## config.mk

```make
export PLATFORM = sky130hd
export DESIGN_NAME = sfu_ctrl_flat
export DESIGN_NICKNAME = d
export VERILOG_FILES = /design/src/rtl/sfu_pkg.sv /design/src/rtl/sfu_ctrl_if.sv /design/src/rtl/sfu_addr_gen.sv /design/src/rtl/sfu_ctrl.sv /design/src/flat_wrapper.sv
export SDC_FILE = /design/constraint.sdc
export NUM_CORES = 1
export LEC_CHECK = 0
export BUFFER_PORTS_ARGS = -buffer_cell sky130_fd_sc_hd__buf_2
export CAP_MARGIN = 20
export CORE_AREA = 10 10 197 199
export DETAILED_ROUTE_END_ITERATION = 12
export DIE_AREA = 0 0 207 209
export HOLD_SLACK_MARGIN = 0.06
export SYNTH_ARGS = -nofsm -noshare
export SYNTH_HDL_FRONTEND = slang
export SYNTH_SLANG_ARGS = --single-unit
```

## constraint.sdc

```tcl
create_clock -name clk -period 1.7 [get_ports clk]
set_input_delay 0.34 -clock clk [delete_from_list [all_inputs] [get_ports clk]]
set_output_delay 0.34 -clock clk [all_outputs]
set_load 0.01 [all_outputs]
```

## src/rtl/sfu_pkg.sv

```systemverilog
// rtl/sfu_pkg.sv - shared state encoding and default constants for the SFU controller
// Purpose: FSM state type and default parameter values used by sfu_ctrl,
//          sfu_addr_gen and sfu_ctrl_if.
// Ports:   none (package).
package sfu_pkg;

  localparam int PSUM_BW  = 16;  // bits per partial sum
  localparam int COL      = 8;   // SFU lanes per SRAM word
  localparam int KIJ_NUM  = 9;   // kernel positions accumulated per output
  localparam int O_NI_DIM = 16;  // output pixels per run
  localparam int ADDR_BW  = 11;  // psum SRAM address width

  typedef enum logic [2:0] {
    IDLE,
    CLR,
    READ,
    DRAIN,
    RELU,
    WRITE,
    DONE
  } state_e;

endpackage

```

## src/rtl/sfu_ctrl_if.sv

```systemverilog
// rtl/sfu_ctrl_if.sv - psum SRAM and SFU lane bundle
// Purpose: groups the SRAM bus and SFU strobes/data between the controller
//          and the memory/SFU side.
// Ports:   none; modport master = controller side, slave = SRAM/SFU side.
interface sfu_ctrl_if
  import sfu_pkg::*;
#(
  parameter int psum_bw = PSUM_BW,
  parameter int col     = COL,
  parameter int addr_bw = ADDR_BW
) ();

  logic                     sram_cen;
  logic                     sram_wen;
  logic [addr_bw-1:0]       sram_addr;
  logic [col*psum_bw-1:0]   sram_q;
  logic [col*psum_bw-1:0]   sram_d;
  logic [col*psum_bw-1:0]   sfu_in;
  logic [col*psum_bw-1:0]   sfu_out;
  logic                     sfu_clr;
  logic                     sfu_acc;
  logic                     sfu_relu;

  modport master (
    output sram_cen, sram_wen, sram_addr, sram_d, sfu_in, sfu_clr, sfu_acc, sfu_relu,
    input  sram_q, sfu_out
  );

  modport slave (
    input  sram_cen, sram_wen, sram_addr, sram_d, sfu_in, sfu_clr, sfu_acc, sfu_relu,
    output sram_q, sfu_out
  );

endinterface

```

## src/rtl/sfu_addr_gen.sv

```systemverilog
// rtl/sfu_addr_gen.sv - kij / o_idx counters and psum SRAM address computation
// Purpose: holds the kernel-position and output-pixel counters and forms the
//          read address kij*o_ni_dim+o_idx and write address kij_num*o_ni_dim+o_idx.
// Ports:   clk, reset (sync active-low); o_clr_i/o_inc_i, kij_clr_i/kij_inc_i
//          counter controls; kij_zero_o, kij_last_o, o_last_o status;
//          rd_addr_o, wr_addr_o addresses.
module sfu_addr_gen
  import sfu_pkg::*;
#(
  parameter int kij_num  = KIJ_NUM,
  parameter int o_ni_dim = O_NI_DIM,
  parameter int addr_bw  = ADDR_BW
) (
  input  logic               clk,
  input  logic               reset,
  input  logic               o_clr_i,
  input  logic               o_inc_i,
  input  logic               kij_clr_i,
  input  logic               kij_inc_i,
  output logic               kij_zero_o,
  output logic               kij_last_o,
  output logic               o_last_o,
  output logic [addr_bw-1:0] rd_addr_o,
  output logic [addr_bw-1:0] wr_addr_o
);

  localparam int KW = (kij_num  > 1) ? $clog2(kij_num)  : 1;
  localparam int OW = (o_ni_dim > 1) ? $clog2(o_ni_dim) : 1;

  logic [KW-1:0] kij_q, kij_d;
  logic [OW-1:0] o_idx_q, o_idx_d;

  always_comb begin
    kij_d = kij_q;
    if (kij_clr_i)      kij_d = '0;
    else if (kij_inc_i) kij_d = kij_q + KW'(1);
  end

  always_comb begin
    o_idx_d = o_idx_q;
    if (o_clr_i)      o_idx_d = '0;
    else if (o_inc_i) o_idx_d = o_idx_q + OW'(1);
  end

  always_ff @(posedge clk) begin
    if (!reset) begin
      kij_q   <= '0;
      o_idx_q <= '0;
    end else begin
      kij_q   <= kij_d;
      o_idx_q <= o_idx_d;
    end
  end

  assign kij_zero_o = (kij_q == '0);
  assign kij_last_o = (kij_q == KW'(kij_num - 1));
  assign o_last_o   = (o_idx_q == OW'(o_ni_dim - 1));

  // Output region sits directly above the kij_num input planes.
  assign rd_addr_o = addr_bw'(kij_q) * addr_bw'(o_ni_dim) + addr_bw'(o_idx_q);
  assign wr_addr_o = addr_bw'(kij_num * o_ni_dim) + addr_bw'(o_idx_q);

endmodule

```

## src/rtl/sfu_ctrl.sv

```systemverilog
// rtl/sfu_ctrl.sv - SFU controller: accumulate psums, optional ReLU, write back
// Purpose: per output pixel clears the SFU, reads kij_num psum words, drains
//          the last read, optionally applies ReLU and writes the result back.
// Ports:   clk, reset (sync active-low); start, relu_en run request;
//          busy, done status; bus (sfu_ctrl_if.master) SRAM + SFU signals.
module sfu_ctrl
  import sfu_pkg::*;
#(
  parameter int psum_bw  = PSUM_BW,
  parameter int col      = COL,
  parameter int kij_num  = KIJ_NUM,
  parameter int o_ni_dim = O_NI_DIM,
  parameter int addr_bw  = ADDR_BW
) (
  input  logic         clk,
  input  logic         reset,
  input  logic         start,
  input  logic         relu_en,
  output logic         busy,
  output logic         done,
  sfu_ctrl_if.master   bus
);

  localparam int DW = col * psum_bw;

  state_e state_q, state_d;
  logic   relu_q, relu_d;

  logic               o_clr, o_inc, kij_clr, kij_inc;
  logic               kij_zero, kij_last, o_last;
  logic [addr_bw-1:0] rd_addr, wr_addr, addr;
  logic               cen, wen, clr, acc, relu;
  logic [DW-1:0]      lane_data;

  sfu_addr_gen #(
    .kij_num  (kij_num),
    .o_ni_dim (o_ni_dim),
    .addr_bw  (addr_bw)
  ) u_addr_gen (
    .clk        (clk),
    .reset      (reset),
    .o_clr_i    (o_clr),
    .o_inc_i    (o_inc),
    .kij_clr_i  (kij_clr),
    .kij_inc_i  (kij_inc),
    .kij_zero_o (kij_zero),
    .kij_last_o (kij_last),
    .o_last_o   (o_last),
    .rd_addr_o  (rd_addr),
    .wr_addr_o  (wr_addr)
  );

  always_comb begin
    state_d = state_q;
    relu_d  = relu_q;
    o_clr   = 1'b0;
    o_inc   = 1'b0;
    kij_clr = 1'b0;
    kij_inc = 1'b0;
    busy    = 1'b1;
    done    = 1'b0;
    cen     = 1'b1;
    wen     = 1'b1;
    addr    = '0;
    clr     = 1'b0;
    acc     = 1'b0;
    relu    = 1'b0;
    case (state_q)
      IDLE: begin
        busy = 1'b0;
        if (start) begin
          state_d = CLR;
          relu_d  = relu_en;
          o_clr   = 1'b1;
        end
      end
      CLR: begin
        clr     = 1'b1;
        kij_clr = 1'b1;
        state_d = READ;
      end
      READ: begin
        cen     = 1'b0;
        addr    = rd_addr;
        kij_inc = 1'b1;
        // Read data lands one cycle later, so the first READ has nothing to add.
        acc     = !kij_zero;
        if (kij_last) state_d = DRAIN;
      end
      DRAIN: begin
        acc     = 1'b1;
        state_d = relu_q ? RELU : WRITE;
      end
      RELU: begin
        relu    = 1'b1;
        state_d = WRITE;
      end
      WRITE: begin
        cen  = 1'b0;
        wen  = 1'b0;
        addr = wr_addr;
        if (o_last) begin
          state_d = DONE;
        end else begin
          o_inc   = 1'b1;
          state_d = CLR;
        end
      end
      DONE: begin
        done    = 1'b1;
        state_d = IDLE;
      end
      default: state_d = IDLE;
    endcase
    // Reset overrides the outputs immediately, so an aborted run cannot write.
    if (!reset) begin
      busy = 1'b0;
      done = 1'b0;
      cen  = 1'b1;
      wen  = 1'b1;
      addr = '0;
      clr  = 1'b1;
      acc  = 1'b0;
      relu = 1'b0;
    end
  end

  always_ff @(posedge clk) begin
    if (!reset) begin
      state_q <= IDLE;
      relu_q  <= 1'b0;
    end else begin
      state_q <= state_d;
      relu_q  <= relu_d;
    end
  end

  assign lane_data     = bus.sfu_out;
  assign bus.sram_d    = lane_data;
  assign bus.sfu_in    = bus.sram_q;
  assign bus.sram_cen  = cen;
  assign bus.sram_wen  = wen;
  assign bus.sram_addr = addr;
  assign bus.sfu_clr   = clr;
  assign bus.sfu_acc   = acc;
  assign bus.sfu_relu  = relu;

endmodule

```

## src/flat_wrapper.sv

```systemverilog
// flat-port wrapper written by rule: the top's interface ports become plain ports
module sfu_ctrl_flat import sfu_pkg::*;
#(
  parameter int psum_bw  = PSUM_BW,
  parameter int col      = COL,
  parameter int kij_num  = KIJ_NUM,
  parameter int o_ni_dim = O_NI_DIM,
  parameter int addr_bw  = ADDR_BW
)
  (clk, reset, start, relu_en, busy, done, bus_sram_cen, bus_sram_wen, bus_sram_addr, bus_sram_d, bus_sfu_in, bus_sfu_clr, bus_sfu_acc, bus_sfu_relu, bus_sram_q, bus_sfu_out);
  sfu_ctrl_if #(.psum_bw(psum_bw), .col(col), .addr_bw(addr_bw)) bus_i ();
  input  logic clk;
  input  logic reset;
  input  logic start;
  input  logic relu_en;
  output logic busy;
  output logic done;
  output wire logic [$bits(bus_i.sram_cen)-1:0] bus_sram_cen;
  output wire logic [$bits(bus_i.sram_wen)-1:0] bus_sram_wen;
  output wire logic [$bits(bus_i.sram_addr)-1:0] bus_sram_addr;
  output wire logic [$bits(bus_i.sram_d)-1:0] bus_sram_d;
  output wire logic [$bits(bus_i.sfu_in)-1:0] bus_sfu_in;
  output wire logic [$bits(bus_i.sfu_clr)-1:0] bus_sfu_clr;
  output wire logic [$bits(bus_i.sfu_acc)-1:0] bus_sfu_acc;
  output wire logic [$bits(bus_i.sfu_relu)-1:0] bus_sfu_relu;
  input wire logic [$bits(bus_i.sram_q)-1:0] bus_sram_q;
  input wire logic [$bits(bus_i.sfu_out)-1:0] bus_sfu_out;
  assign bus_sram_cen = bus_i.sram_cen;
  assign bus_sram_wen = bus_i.sram_wen;
  assign bus_sram_addr = bus_i.sram_addr;
  assign bus_sram_d = bus_i.sram_d;
  assign bus_sfu_in = bus_i.sfu_in;
  assign bus_sfu_clr = bus_i.sfu_clr;
  assign bus_sfu_acc = bus_i.sfu_acc;
  assign bus_sfu_relu = bus_i.sfu_relu;
  assign bus_i.sram_q = bus_sram_q;
  assign bus_i.sfu_out = bus_sfu_out;
  sfu_ctrl #(.psum_bw(psum_bw), .col(col), .kij_num(kij_num), .o_ni_dim(o_ni_dim), .addr_bw(addr_bw)) u_core (.clk(clk), .reset(reset), .start(start), .relu_en(relu_en), .busy(busy), .done(done), .bus(bus_i));
endmodule
```

==> results.toml <==
[synthesis]
synth-edff-count = 0
netlist_instances = 352
synth_top_family_by_area = "buffers and inverters"
mappedNetlistArea_mm2 = 0.00274
synth_seq_cells = 12
fraction_of_the_mapped_netlist_area_in_compound_gates_pct = 3.66
ys_types = 40
xor_xnor_cell_area_share_of_the_yosys_netlist_pct = 0.961
synthArstFlopShare_pct = 0
synth_simple_gate_area_share_pct = 11.2
muxShareOfSynthArea_pct = 1.10
yosys_most_used_dff = "sky130_fd_sc_hd__dfxtp_1"
syn_avg_cell_area_um2 = 7.77
synth_adder_area_share_pct = 1.37
synth_warnings = 0
seq_area_frac_synth_pct = 8.78

[setup_path]
timing.critical_path.mode_cell = "sky130_fd_sc_hd__buf_4"
worst-endpoint-arrival_ns = 1.41
timing.critical_path.required_ns = 1.36
worst_setup_path_start_kind = "flip-flop"
worst-r2r-setup-slack_ns = 0.26
crit_path_end_kind = "primary output"
regToRegStartpoint = "u_core.state_q[2]$_SDFFE_PN0P_"
critical_path.max_stage_delay_ns = 0.40
cell_by_cell_listing_of_the_critical_path = "buf_4 > or3b_4 > nand2_1 > buf_4"
criticalPathCategory = "flip-flop to primary output"
setup.worst_path.start = "u_core.state_q[0]$_SDFFE_PN0P_"
r2r_end = "u_core.u_addr_gen.o_idx_q[2]$_SDFFE_PP0P_"
crit_path_max_fanout = 5
rr_worst_depth = 4
critPathCapture = "bus_sfu_clr"
critical-path-slowest-cell = "sky130_fd_sc_hd__or3b_4"

[route]
drt_pass1_iterations = 4
maxUsedRoutingLayer = "met5"
met3_length_um = 2240
post_drt_via_cell_ratio = 2.16
post-route-drc-count = 0
detailed_routed_wire_length_on_met2_um = 3910
detail_route.iter0.violations = 44
detail_route.wirelength_um = 9430
count_of_antenna_violating_nets_left_after_detailed_routing = 0
post_drt_wl_per_cell_um = 15.9
detail_route.wirelength.met1_um = 2040
vias = 1280

[place]
placed_cell_area_mm2 = 0.00157
placement.io_buffers = 18
place_congestion = 0.605
dp_worst_setup_slack_ns = 0.00602
post-place-cells = 585
dp_hpwl_um = 7930

[pwr]
power_density_mw_per_mm2 = 874
cellLeakagePower_nw = 0.550
ir_drop_mv = 0.356
finalPower_w = 0.00157

[global_route]
grt_start_max_net_pins = 15
first_global_vias = 1308
grt_overflow_total = 0
grt_first_pass_wirelength_um = 11600
grt_antenna_before_repair = 1
globalRouteTotalUtil_pct = 3.92

[cts]
cts_root_buffer = "sky130_fd_sc_hd__clkbuf_16"
cts_inserted_buffers = 3
postCtsHoldBufs = 0
cts_num_sinks = 12
clock_insertion_delay_worst_skew_ns = 0.24
clock_path_buffers = 2
path_clk_slew_ns = 0.05
tritoncts = "yes"
ctsHtreeMaxLevel = 1

[sta]
tns_setup_ns = -0.111
layout_worst_path_cycle_share_pct = 103
fin_skew_ns = 0.00161
final_hold_viol_count = 0
fmaxAchievable_ghz = 0.571
final-setup-viol-count = 3
final_max_slew_viol_count = 0
timing.final.crit_period_ns = 1.75
rsz_0062_raised_after_global_routing = "true"
final.setup.worst_slack_ns = -0.0507

[final_layout]
flow.area_growth_from_synthesis_pct = -34.5
fin_cells = 592
post-route-cell-area_mm2 = 0.00179
design.final.nets = 395
layout_fillers = 4197
multiInputGateArea_um2 = 588
antennaDiodeCount = 0
most-common-layout-cells = "sky130_fd_sc_hd__buf_4, sky130_fd_sc_hd__buf_2, sky130_fd_sc_hd__a21oi_1, sky130_fd_sc_hd__buf_6, sky130_fd_sc_hd__dfxtp_1"
sequential_cell_area_um2 = 246
layout.cells.most_common = "sky130_fd_sc_hd__buf_4"
drive_above_1_share_pct = 48.9

[die]
ioPinCount = 534
die_area_mm2 = 0.0433
initial_utilization_pct = 7.80
cell_rows = 69
die_h_um = 209
core_area_mm2 = 0.0351
die_x_um = 207

[min_path]
hold_path_class = "input port to flip-flop"
worst_hold_path.num_cells = 3

[job]
drv_cap = 0

[run_status]
failing_checks = "setup timing"
status = "finished, violations left"
[power by group]
group	total (W)	switching, W	internal [W]
Combinational	0.000705	0.000337	0.000368
Sequential	0.000368	0.0000383	0.000330
Clock	0.000491	0.000135	0.000356
Total	0.00157	0.000510	0.00105
[logic make-up after synthesis]
family	Yosys count
compound gates	16
xor+xnor	3
fa+ha+maj	3
buf+inv	268
flops	12
mux	3
other cells	1
simple gates	46
[repair_timing]
item,CTS,global route
setup buffers,2,2
pin swaps,4,2
setup endpoints to repair,10,12
resized for setup,21,11
[critical path: cells and delay by family, from the launching register on]
family	cells	cell delay [ns]
AND/OR/NAND/NOR	2	0.50
buffers and inverters	2	0.30
flip-flops	1	0.36
[sequential cells by signal (all words and copies together), names as in the netlist]
name	cells
u_core.state_q	3
u_core.u_addr_gen.kij_q	4
u_core.relu_q	1
u_core.u_addr_gen.o_idx_q	4
[metal layers]
metal	up-vias	GRT usage, %
li1	407	-
met1	491	2.38
met2	252	5.38
met3	128	4.40
met4	2	5.11
met5	-	0
[cell usage after synthesis, types with 2 or more instances]
library cell               count  area [um2]
sky130_fd_sc_hd__a21oi_1       7        35.0
sky130_fd_sc_hd__mux2i_1       3        30.0
sky130_fd_sc_hd__nand2_1       4        15.0
sky130_fd_sc_hd__xnor2_1       3        26.3
sky130_fd_sc_hd__o21a_1        2        15.0
sky130_fd_sc_hd__buf_4       260        1950
sky130_fd_sc_hd__o21ai_0       2        10.0
sky130_fd_sc_hd__nor2_1        4        15.0
sky130_fd_sc_hd__dfxtp_1      12         240
sky130_fd_sc_hd__and3_1        4        25.0
sky130_fd_sc_hd__nor2b_1       3        18.8
sky130_fd_sc_hd__nand3_1       4        20.0
sky130_fd_sc_hd__clkbuf_1      2        7.51
sky130_fd_sc_hd__nor4b_1       2        17.5
sky130_fd_sc_hd__ha_1          3        37.5
sky130_fd_sc_hd__nor3_1        2        10.0
sky130_fd_sc_hd__inv_1         3        11.3
sky130_fd_sc_hd__and2_1        5        31.3
sky130_fd_sc_hd__nand3b_1      2        15.0
sky130_fd_sc_hd__or3_1         2        12.5
sky130_fd_sc_hd__nand2b_1      4        25.0
[cell type report]
| type | count | share of cell area (%) |
|---|---|---|
| multi-input combinational | 74 | 32.8 |
| sequential | 12 | 13.8 |
| inverter | 3 | 0.629 |
| tap | 461 | 32.2 |
| clock buffer | 4 | 4.96 |
| timing repair buffer | 38 | 15.6 |
[through the flow]
step                      hold slack (ns)  util (%)
final                               0.397      5.11
after global routing                0.439      5.11
after CTS                           0.420      4.91
after detailed placement            0.517      4.48
after global placement              0.501      4.48
after floorplan                     0.473         -
[worst min path at each step]
stage                                          start                         end  slack (ns)
final                                        relu_en  u_core.relu_q$_SDFFE_PN0P_        0.40
after global placement    u_core.relu_q$_SDFFE_PN0P_  u_core.relu_q$_SDFFE_PN0P_        0.50
after floorplan           u_core.relu_q$_SDFFE_PN0P_  u_core.relu_q$_SDFFE_PN0P_        0.47
after global routing                         relu_en  u_core.relu_q$_SDFFE_PN0P_        0.44
after CTS                                    relu_en  u_core.relu_q$_SDFFE_PN0P_        0.42
after detailed placement  u_core.relu_q$_SDFFE_PN0P_  u_core.relu_q$_SDFFE_PN0P_        0.52
Note: power is estimated with default switching activity, not from simulation.
